## src/rtl/arm_ctrl_pkg.sv

```systemverilog
// arm_ctrl_pkg: shared definitions for the multicycle main control FSM.
//   state_t    - 4-bit binary state encoding, FETCH..UNKNOWN (codes 11-15 unused)
//   SRCB_*     - ALUSrcB mux encodings
//   RES_*      - ResultSrc mux encodings
//   OP_*       - instruction class carried in Op (instr[27:26])
//   ctrl_t     - control word produced by the state decoder
//   fetch_selects() - FETCH mux selects with every strobe low (used while in reset)
package arm_ctrl_pkg;

  typedef enum logic [3:0] {
    FETCH    = 4'd0,
    DECODE   = 4'd1,
    MEMADR   = 4'd2,
    MEMRD    = 4'd3,
    MEMWB    = 4'd4,
    MEMWR    = 4'd5,
    EXECUTER = 4'd6,
    EXECUTEI = 4'd7,
    ALUWB    = 4'd8,
    BRANCH   = 4'd9,
    UNKNOWN  = 4'd10
  } state_t;

  localparam logic [1:0] SRCB_REG    = 2'b00;
  localparam logic [1:0] SRCB_EXTIMM = 2'b01;
  localparam logic [1:0] SRCB_FOUR   = 2'b10;

  localparam logic [1:0] RES_ALUOUT = 2'b00;
  localparam logic [1:0] RES_DATA   = 2'b01;
  localparam logic [1:0] RES_ALU    = 2'b10;

  localparam logic [1:0] OP_DP  = 2'b00;
  localparam logic [1:0] OP_MEM = 2'b01;
  localparam logic [1:0] OP_BR  = 2'b10;

  typedef struct packed {
    logic       irwrite;
    logic       nextpc;
    logic       regw;
    logic       memw;
    logic       branch;
    logic       adrsrc;
    logic       alusrca;
    logic [1:0] alusrcb;
    logic [1:0] resultsrc;
    logic       aluop;
    logic       instrdone;
    logic       illegalop;
  } ctrl_t;

  function automatic ctrl_t fetch_selects();
    ctrl_t c;
    c           = '0;
    c.alusrca   = 1'b1;
    c.alusrcb   = SRCB_FOUR;
    c.resultsrc = RES_ALU;
    return c;
  endfunction

endpackage

```

## src/rtl/mainfsm_outdec.sv

```systemverilog
// mainfsm_outdec: purely combinational state -> control word decoder.
//   state     - current FSM state
//   mem_ready - effective memory-ready (already forced high when wait states are disabled)
//   ctrl      - control word; unused state codes decode to all zeros
module mainfsm_outdec
  import arm_ctrl_pkg::*;
(
  input  state_t state,
  input  logic   mem_ready,
  output ctrl_t  ctrl
);

  always_comb begin
    ctrl = '0;
    case (state)
      FETCH: begin
        ctrl.adrsrc    = 1'b0;
        ctrl.alusrca   = 1'b1;
        ctrl.alusrcb   = SRCB_FOUR;
        ctrl.aluop     = 1'b0;
        ctrl.resultsrc = RES_ALU;
        // IR load and PC+4 only on the cycle the fetch completes
        ctrl.irwrite   = mem_ready;
        ctrl.nextpc    = mem_ready;
      end
      DECODE: begin
        ctrl.alusrca   = 1'b1;
        ctrl.alusrcb   = SRCB_FOUR;
        ctrl.resultsrc = RES_ALU;
      end
      MEMADR: begin
        ctrl.alusrca = 1'b0;
        ctrl.alusrcb = SRCB_EXTIMM;
        ctrl.aluop   = 1'b0;
      end
      MEMRD: begin
        ctrl.adrsrc    = 1'b1;
        ctrl.resultsrc = RES_ALUOUT;
      end
      MEMWB: begin
        ctrl.resultsrc = RES_DATA;
        ctrl.regw      = 1'b1;
        ctrl.instrdone = 1'b1;
      end
      MEMWR: begin
        // MemW is held through every wait cycle; the store retires on MemReady
        ctrl.adrsrc    = 1'b1;
        ctrl.memw      = 1'b1;
        ctrl.instrdone = mem_ready;
      end
      EXECUTER: begin
        ctrl.alusrcb = SRCB_REG;
        ctrl.aluop   = 1'b1;
      end
      EXECUTEI: begin
        ctrl.alusrcb = SRCB_EXTIMM;
        ctrl.aluop   = 1'b1;
      end
      ALUWB: begin
        ctrl.resultsrc = RES_ALUOUT;
        ctrl.regw      = 1'b1;
        ctrl.instrdone = 1'b1;
      end
      BRANCH: begin
        ctrl.alusrcb   = SRCB_EXTIMM;
        ctrl.resultsrc = RES_ALU;
        ctrl.branch    = 1'b1;
        ctrl.instrdone = 1'b1;
      end
      UNKNOWN: begin
        ctrl.illegalop = 1'b1;
        ctrl.instrdone = 1'b1;
      end
      default: ctrl = '0;
    endcase
  end

endmodule

```

## src/rtl/mainfsm.sv

```systemverilog
// mainfsm: multicycle main control FSM (fetch / decode / execute / memory / writeback).
// Emits unconditioned RegW / MemW / NextPC / Branch requests; condition gating and
// flag registers live downstream.
//
// Ports:
//   clk, reset         - rising-edge clock, synchronous active-high reset
//   Op, Funct          - instr[27:26] and instr[25:20]; Funct[5]=I, Funct[0]=L
//   MemReady           - memory completes the current access this cycle
//   IRWrite, NextPC, RegW, MemW, Branch - write/branch request strobes
//   AdrSrc, ALUSrcA, ALUSrcB, ResultSrc, ALUOp - datapath selects
//   InstrDone          - pulse on the final cycle of every instruction
//   IllegalOp          - pulse while in UNKNOWN
//   dbg_state          - current state code, for observation only
//
// Memory handshake: the FSM presents an access (instruction fetch in FETCH, data
// read in MEMRD, data write with MemW in MEMWR) and holds it unchanged every cycle
// until MemReady=1; the access completes in the cycle MemReady is high and the FSM
// advances on that edge. MemReady in any other state is ignored. With
// MEM_WAIT_EN=0 MemReady is treated as constantly high.
module mainfsm
  import arm_ctrl_pkg::*;
#(
  parameter bit MEM_WAIT_EN = 1'b1
) (
  input  logic       clk,
  input  logic       reset,
  input  logic [1:0] Op,
  input  logic [5:0] Funct,
  input  logic       MemReady,
  output logic       IRWrite,
  output logic       NextPC,
  output logic       RegW,
  output logic       MemW,
  output logic       Branch,
  output logic       AdrSrc,
  output logic       ALUSrcA,
  output logic [1:0] ALUSrcB,
  output logic [1:0] ResultSrc,
  output logic       ALUOp,
  output logic       InstrDone,
  output logic       IllegalOp,
  output logic [3:0] dbg_state
);

  state_t state;
  logic   mem_ready;
  ctrl_t  dec_ctrl;
  ctrl_t  ctrl;

  // Only I (bit 5) and L (bit 0) steer the sequence; the rest belong to the ALU decoder.
  logic unused_funct;
  assign unused_funct = ^Funct[4:1];

  assign mem_ready = MEM_WAIT_EN ? MemReady : 1'b1;

  always_ff @(posedge clk) begin
    if (reset) begin
      state <= FETCH;
    end else begin
      case (state)
        FETCH:    if (mem_ready) state <= DECODE;
        DECODE: begin
          case (Op)
            OP_MEM:  state <= MEMADR;
            OP_DP:   state <= Funct[5] ? EXECUTEI : EXECUTER;
            OP_BR:   state <= BRANCH;
            default: state <= UNKNOWN;
          endcase
        end
        MEMADR:   state <= Funct[0] ? MEMRD : MEMWR;
        MEMRD:    if (mem_ready) state <= MEMWB;
        MEMWR:    if (mem_ready) state <= FETCH;
        EXECUTER: state <= ALUWB;
        EXECUTEI: state <= ALUWB;
        MEMWB:    state <= FETCH;
        ALUWB:    state <= FETCH;
        BRANCH:   state <= FETCH;
        UNKNOWN:  state <= FETCH;
        default:  state <= FETCH;
      endcase
    end
  end

  mainfsm_outdec u_outdec (
    .state     (state),
    .mem_ready (mem_ready),
    .ctrl      (dec_ctrl)
  );

  // Reset drops every strobe in the same cycle (abandoning any pending store)
  // and parks the muxes on their FETCH settings.
  always_comb begin
    ctrl = dec_ctrl;
    if (reset) ctrl = fetch_selects();
  end

  assign IRWrite   = ctrl.irwrite;
  assign NextPC    = ctrl.nextpc;
  assign RegW      = ctrl.regw;
  assign MemW      = ctrl.memw;
  assign Branch    = ctrl.branch;
  assign AdrSrc    = ctrl.adrsrc;
  assign ALUSrcA   = ctrl.alusrca;
  assign ALUSrcB   = ctrl.alusrcb;
  assign ResultSrc = ctrl.resultsrc;
  assign ALUOp     = ctrl.aluop;
  assign InstrDone = ctrl.instrdone;
  assign IllegalOp = ctrl.illegalop;
  assign dbg_state = state;

endmodule

```

## config.mk

```make
export PLATFORM = sky130hd
export DESIGN_NAME = mainfsm
export DESIGN_NICKNAME = d
export VERILOG_FILES = /design/src/rtl/arm_ctrl_pkg.sv /design/src/rtl/mainfsm_outdec.sv /design/src/rtl/mainfsm.sv
export SDC_FILE = /design/constraint.sdc
export NUM_CORES = 1
export LEC_CHECK = 0
export ABC_AREA = 1
export CAP_MARGIN = 10
export CORE_AREA = 2 2 39 41
export CTS_CLUSTER_SIZE = 40
export DETAILED_ROUTE_END_ITERATION = 10
export DIE_AREA = 0 0 41 43
export HOLD_SLACK_MARGIN = 0.06
export PLACE_DENSITY_LB_ADDON = 0.2
export SETUP_SLACK_MARGIN = 0.15
export SYNTH_ARGS = -nofsm -noshare
export SYNTH_HDL_FRONTEND = slang
export SYNTH_SLANG_ARGS = --single-unit
export TNS_END_PERCENT = 100
```

## constraint.sdc

```tcl
create_clock -name clk -period 1.6 [get_ports clk]
set_input_delay 0.32 -clock clk [delete_from_list [all_inputs] [get_ports clk]]
set_output_delay 0.32 -clock clk [all_outputs]
set_load 0.02 [all_outputs]
```

* Yosys cells after proc, flatten, opt, wreduce, memory -nomap -nowiden
Index checks and enable logic that the tools add are counted.
Widths: inputs -> output; s select.
** Storage, ports and cells
- Register bits after elaboration :: 4
- Logic and storage cells :: 45
- Output and inout port bits :: 18
- Input bits :: 11
** Cells by class
- Muxes and demuxes :: 19
- Equality and inequality tests :: 15
- Reductions and logical operators :: 10
** Operators with widths (number)
- $pmux 4 s6 :: 1
- $eq 4x3->1 const B :: 4
- $mux 14 :: 1
- $eq 4x4->1 const B :: 3
- $mux 4 :: 3
- $pmux 4 s3 :: 1
- $eq 4x2->1 const B :: 2
- $mux 1 :: 8
- $pmux 2 s2 :: 2
- $reduce_or 2->1 :: 4
- $ne 2x2->1 const B :: 3
- $reduce_or 3->1 :: 2
- $eq 4x1->1 const B :: 1
- $logic_not 4->1 :: 1
- $reduce_or 4->1 :: 1
- $mux 3 :: 1
- $reduce_and 3->1 :: 1
- $eq 2x1->1 const B :: 1
- $eq 2x2->1 const B :: 1
- $logic_not 2->1 :: 1
- $mux 2 :: 1
- $pmux 1 s2 :: 1

* Longest topological paths before layout
- Word-level depth :: 4
- Mapped depth :: 7

* Cells and area by module
From an unflattened synthesis, not the netlist that was laid out.
** Unflattened totals
- Cells, all modules :: 110
- Area total of the unflattened synthesis :: 569.3 um^2
** Modules (own cells, without submodules)
- mainfsm :: times used 1, area an instance 411.6 um^2, cells an instance 75
- mainfsm_outdec :: times used 1, area an instance 157.7 um^2, cells an instance 35

* Worst setup path after synthesis
Ideal clock, no wire load.
- Kind :: reg2out
- Start point :: reg state[2] (netlist: dbg_state[2])
- End point :: out NextPC
- Stages on the path, launching flop included :: 5
- Data arrival time :: 1.460 ns
- Path buffers :: 1
- Slack :: -0.180 ns
- Cell sequence :: dfxtp_1 > nor2_4 > nand2_1 > nor3_1 > buf_4
** On the way
- Cells in the longest elaborated chain, start to end :: 3
** Ends and longest elaborated chain
- from (decl) :: RTL line mainfsm.sv:45 : state_t state;
- from (signal assigned) :: RTL line mainfsm.sv:65 : OP_DP: state <= Funct[5] ? EXECUTEI : EXECUTER;
- from (signal assigned) :: RTL line mainfsm.sv:70 : MEMADR: state <= Funct[0] ? MEMRD : MEMWR;
- $logic_not 4->1 :: RTL line mainfsm_outdec.sv:15 : case (state)
- $mux 2 :: RTL line mainfsm_outdec.sv:15
- $mux 14 :: RTL line mainfsm.sv:94 : if (reset) ctrl = fetch_selects();
- to (decl) :: RTL line mainfsm.sv:31 : output logic NextPC,
Every way passes these cells.

* Worst setup path in the final report
- Start point :: reg state[2] (netlist: dbg_state[2])
- End point :: out ALUSrcB[0]
** On the way
- Cells in the longest elaborated chain, start to end :: 4
- Elaborated cells between the ends (all ways) :: 9
- Those cells by class :: eq/ne: 4; mux: 2; reduce/logical: 3
** Ends and longest elaborated chain
- $eq 4x2->1 (tied with other cells) :: RTL line mainfsm_outdec.sv:15
- $reduce_or 3->1 (no source line) or $reduce_or 2->1 (tied branches)
- $pmux 2 s2 * :: RTL line mainfsm_outdec.sv:15
- $mux 14 * :: RTL line mainfsm.sv:94
- to (decl) :: RTL line mainfsm.sv:37 : output logic [1:0] ALUSrcB,
Mark *: on every way between the ends. The rest lies on a longest branch, timed or not.

==> out/metrics.csv <==
stage;metric;value;unit
place;gp_congestion;0.833;
yosys;dominant_combinational_cell_family_by_area_after_synthesis;simple AND/OR/NAND/NOR gates;
pwr;leak;0.586;nW
worst_setup_path;timing_worst_setup_path_type;flip-flop to primary output;
worst_setup_path;critPathSlowestCell;dfxtp_4;
yosys;yosysWarnings;0;
final_layout;finish.utilization;0.864;
die;core_region_area;1380;µm²
drt;detail_route.wirelength;2.25;mm
worst_setup_path;timing.critical_path.from_type;flip-flop;
yosys;yosysUniqueCellTypes;24;
pwr;ir_drop;0.000636;V
global_routing;grt_usage;0.259;
flow_run;maxCapViolations;0;
yosys;synth_simple_gate_area_share;0.439;
sta;finalSetupViolCount;2;
final_layout;finish.net_count;147;
hold_path;holdCritPathClass;primary input to flip-flop;
global_routing;globalRouteOverflowTotal;0;
yosys;syn-instance-count;74;
worst_setup_path;critPathRequiredTime;1.28;ns
sta;final_period_minus_worst_setup_slack;1.61;ns
die;placement_rows;14;
die;die_height;43;µm
yosys;seq_area_frac_synth;0.187;
global_routing;number_of_global_route_vias_before_repair;724;
die;die_width;41;µm
sta;finalCritPeriodShare;1.00;
sta;maxClockFrequency;622;MHz
sta;rsz0062_at_grt;true;
worst_setup_path;crit_path_arrival_time;1.29;ns
clock_network;ctsLongestPathBuffers;2;
global_routing;grt_first_pass_wirelength;3.16;mm
clock_network;cts.sink_count;4;
yosys;syn-cell-area;428;µm²
global_routing;antenna_found_initial;0;
global_routing;pin_count_of_the_biggest_net_entering_global_routing;7;
drt;drt_pre_antenna_iters;3;
yosys;synth.ff_latch_count;4;
die;top_level_ports;29;
sta;tightest_slew;0.235;ns
yosys;syn_avg_cell_area;5.78;µm²
drt;via_count;746;
sta;hold_slack;0.569;ns
yosys;synth.top_cells.by_area;dfxtp_1 (19%), nand2_1 (12%), inv_1 (9.6%);
worst_setup_path;path_cells;nor2_4, nand2_2, o22ai_2, o21ai_2, inv_1, buf_6;
clock_network;cts_made_buffers;3;
yosys;synth_largest_type_area_fraction;0.187;
place;dpl_worst_slack;-0.502;ns
yosys;yosys.area_share.xor_xnor;0;
sta;setup_slack;-0.00781;ns
yosys;synth-adder-area-share;0;
worst_setup_path;slowest_delay;0.36;ns
yosys;compound_cell_area_share_of_the_yosys_netlist;0.205;
sta;hold_violation_count_in_the_final_report;0;
yosys;synth.area.mux_share;0;
status;status;finished with violations;
sta;clock-skew-final;0.00177;ns
clock_network;cts_max_level;1;
clock_network;clock_tree_from_tritoncts;yes;
drt;antenna_left;0;
final_layout;layout-drive-gt1-share;0.754;
die;start_util;0.309;
sta;timing.max_slew.rel_slack;0.844;
clock_network;path_clk_slew;0.04;ns
drt;routed_wire_length_per_instance;15.0;µm
drt;dr.first_iter.drc_count;5;
worst_setup_path;timing.critical_path.fanout_max;5;
die;fp.dieArea;1760;µm²
final_layout;antenna_cells_inserted;0;
final_layout;flip_flop_count_of_the_largest_register_after_layout;4;
worst_setup_path;end_kind;primary output;
clock_network;root_cell_of_the_clock_tree;clkbuf_4;
clock_network;clock_insertion_delay_worst_skew;0.23;ns
drt;drc;0;
place;dp_hpwl;1.20;mm
place;port_buffers;24;
drt;vias_per_cell;4.97;
yosys;synth_top_area_cell;dfxtp_1;
pwr;finalPower;906;µW
status;failing_checks;negative setup slack;
pwr;power_per_cell_area;757;nW/µm²
sta;maxSlewViolCount;0;
final_layout;area_delta_synth_final;180;%
yosys;synth_fp_nets;85;
[cell families after synthesis]
logic type,after synthesis
flops,4
simple gates,39
buf+inv,17
compound gates,14
[layout make-up]
cell class	count	area, µm²
Tap cell	16	20.0
Sequential cell	4	95.1
Fill cell	71	188
Clock buffer	3	22.5
Inverter	14	58.8
Timing Repair Buffer	60	544
Multi-Input combinational cell	53	455
[worst max-delay path, delay by kind of cell (launching register included)]
family / cells / cell delay [ns]
flops: 1 / 0.36
buf+inv: 2 / 0.21
simple gates: 2 / 0.30
compound gates: 2 / 0.20
[cells in the final DEF (no fill, tap or decap), drive strengths merged]
| cell type | instances |
|---|---|
| o22ai | 1 |
| o21a | 1 |
| buf | 50 |
| clkdlybuf4s50 | 4 |
| a31oi | 1 |
| a21oi | 4 |
| nor3 | 1 |
| nand2 | 17 |
| dlygate4sd2 | 3 |
| dlymetal6s2s | 1 |
| clkinv | 1 |
| nand3 | 5 |
| clkdlybuf4s15 | 1 |
| o211ai | 1 |
| dfxtp | 4 |
| inv | 13 |
| o21bai | 1 |
| o21ai | 5 |
| clkbuf | 4 |
| nor2 | 13 |
| nor4 | 2 |
| nand3b | 1 |
[synth_stat cells]
cell type,count
a21oi_2,2
nor2_1,10
inv_1,11
nor3_1,1
nand3_2,1
nand2_1,14
o211ai_1,1
clkbuf_1,1
nor4_1,2
nand3b_1,1
nand2_2,3
nor2_4,1
a21oi_1,2
o21ai_0,5
a31oi_1,1
o21a_1,1
dfxtp_1,4
nor2_2,2
buf_4,2
nand3_1,4
clkinv_2,1
o21bai_1,1
o22ai_1,1
inv_2,2
[report_power, final]
part           leakage [nW]  internal, mW  switching, mW
combinational         0.536         0.324          0.311
clock                0.0138        0.0836         0.0365
sequential           0.0356         0.116         0.0340
[metrics by stage]
| stage | std cells | setup TNS, ns | area (µm²) |
|---|---|---|---|
| floorplan | 74 | 0 | 457 |
| global placement | 136 | -5.82 | 886 |
| detailed placement | 136 | -6.14 | 886 |
| CTS | 149 | -0.000208 | 1090 |
| global route | 150 | -0.274 | 1200 |
| finish | 150 | -0.00940 | 1200 |
[timing repair]
| item | in CTS | in global routing |
|---|---|---|
| setup buffers | 9 | 1 |
| hold buffers | 0 | 0 |
| setup endpoints to repair | 18 | 17 |
| pin swaps | 14 | 14 |
| gates resized for setup | 122 | 34 |
| gates cloned | 1 | 0 |
[routing by layer]
layer  wire [µm]  track usage  part of all wire  up-vias
li1            -            -                 -      360
met1         879        0.289              0.39      363
met2        1280        0.466              0.57       19
met3          65       0.0366             0.029        4
met4          29       0.0800             0.013        0
met5           0            0                 0        -
[path summary, 6_finish.rpt]
check,from,endpoint,slack [ns],cells after the start
min reg2reg,dbg_state[2]$_SDFFE_PP0P_,dbg_state[3]$_SDFFE_PP0P_,0.73,5
max,dbg_state[2]$_SDFFE_PP0P_,ALUSrcB[0],-0.008,6
min,MemReady,dbg_state[0]$_SDFFE_PP0P_,0.57,4
max reg2reg,dbg_state[0]$_SDFFE_PP0P_,dbg_state[1]$_SDFFE_PP0P_,0.20,10
No activity file was read; power rests on OpenSTA's default activity.
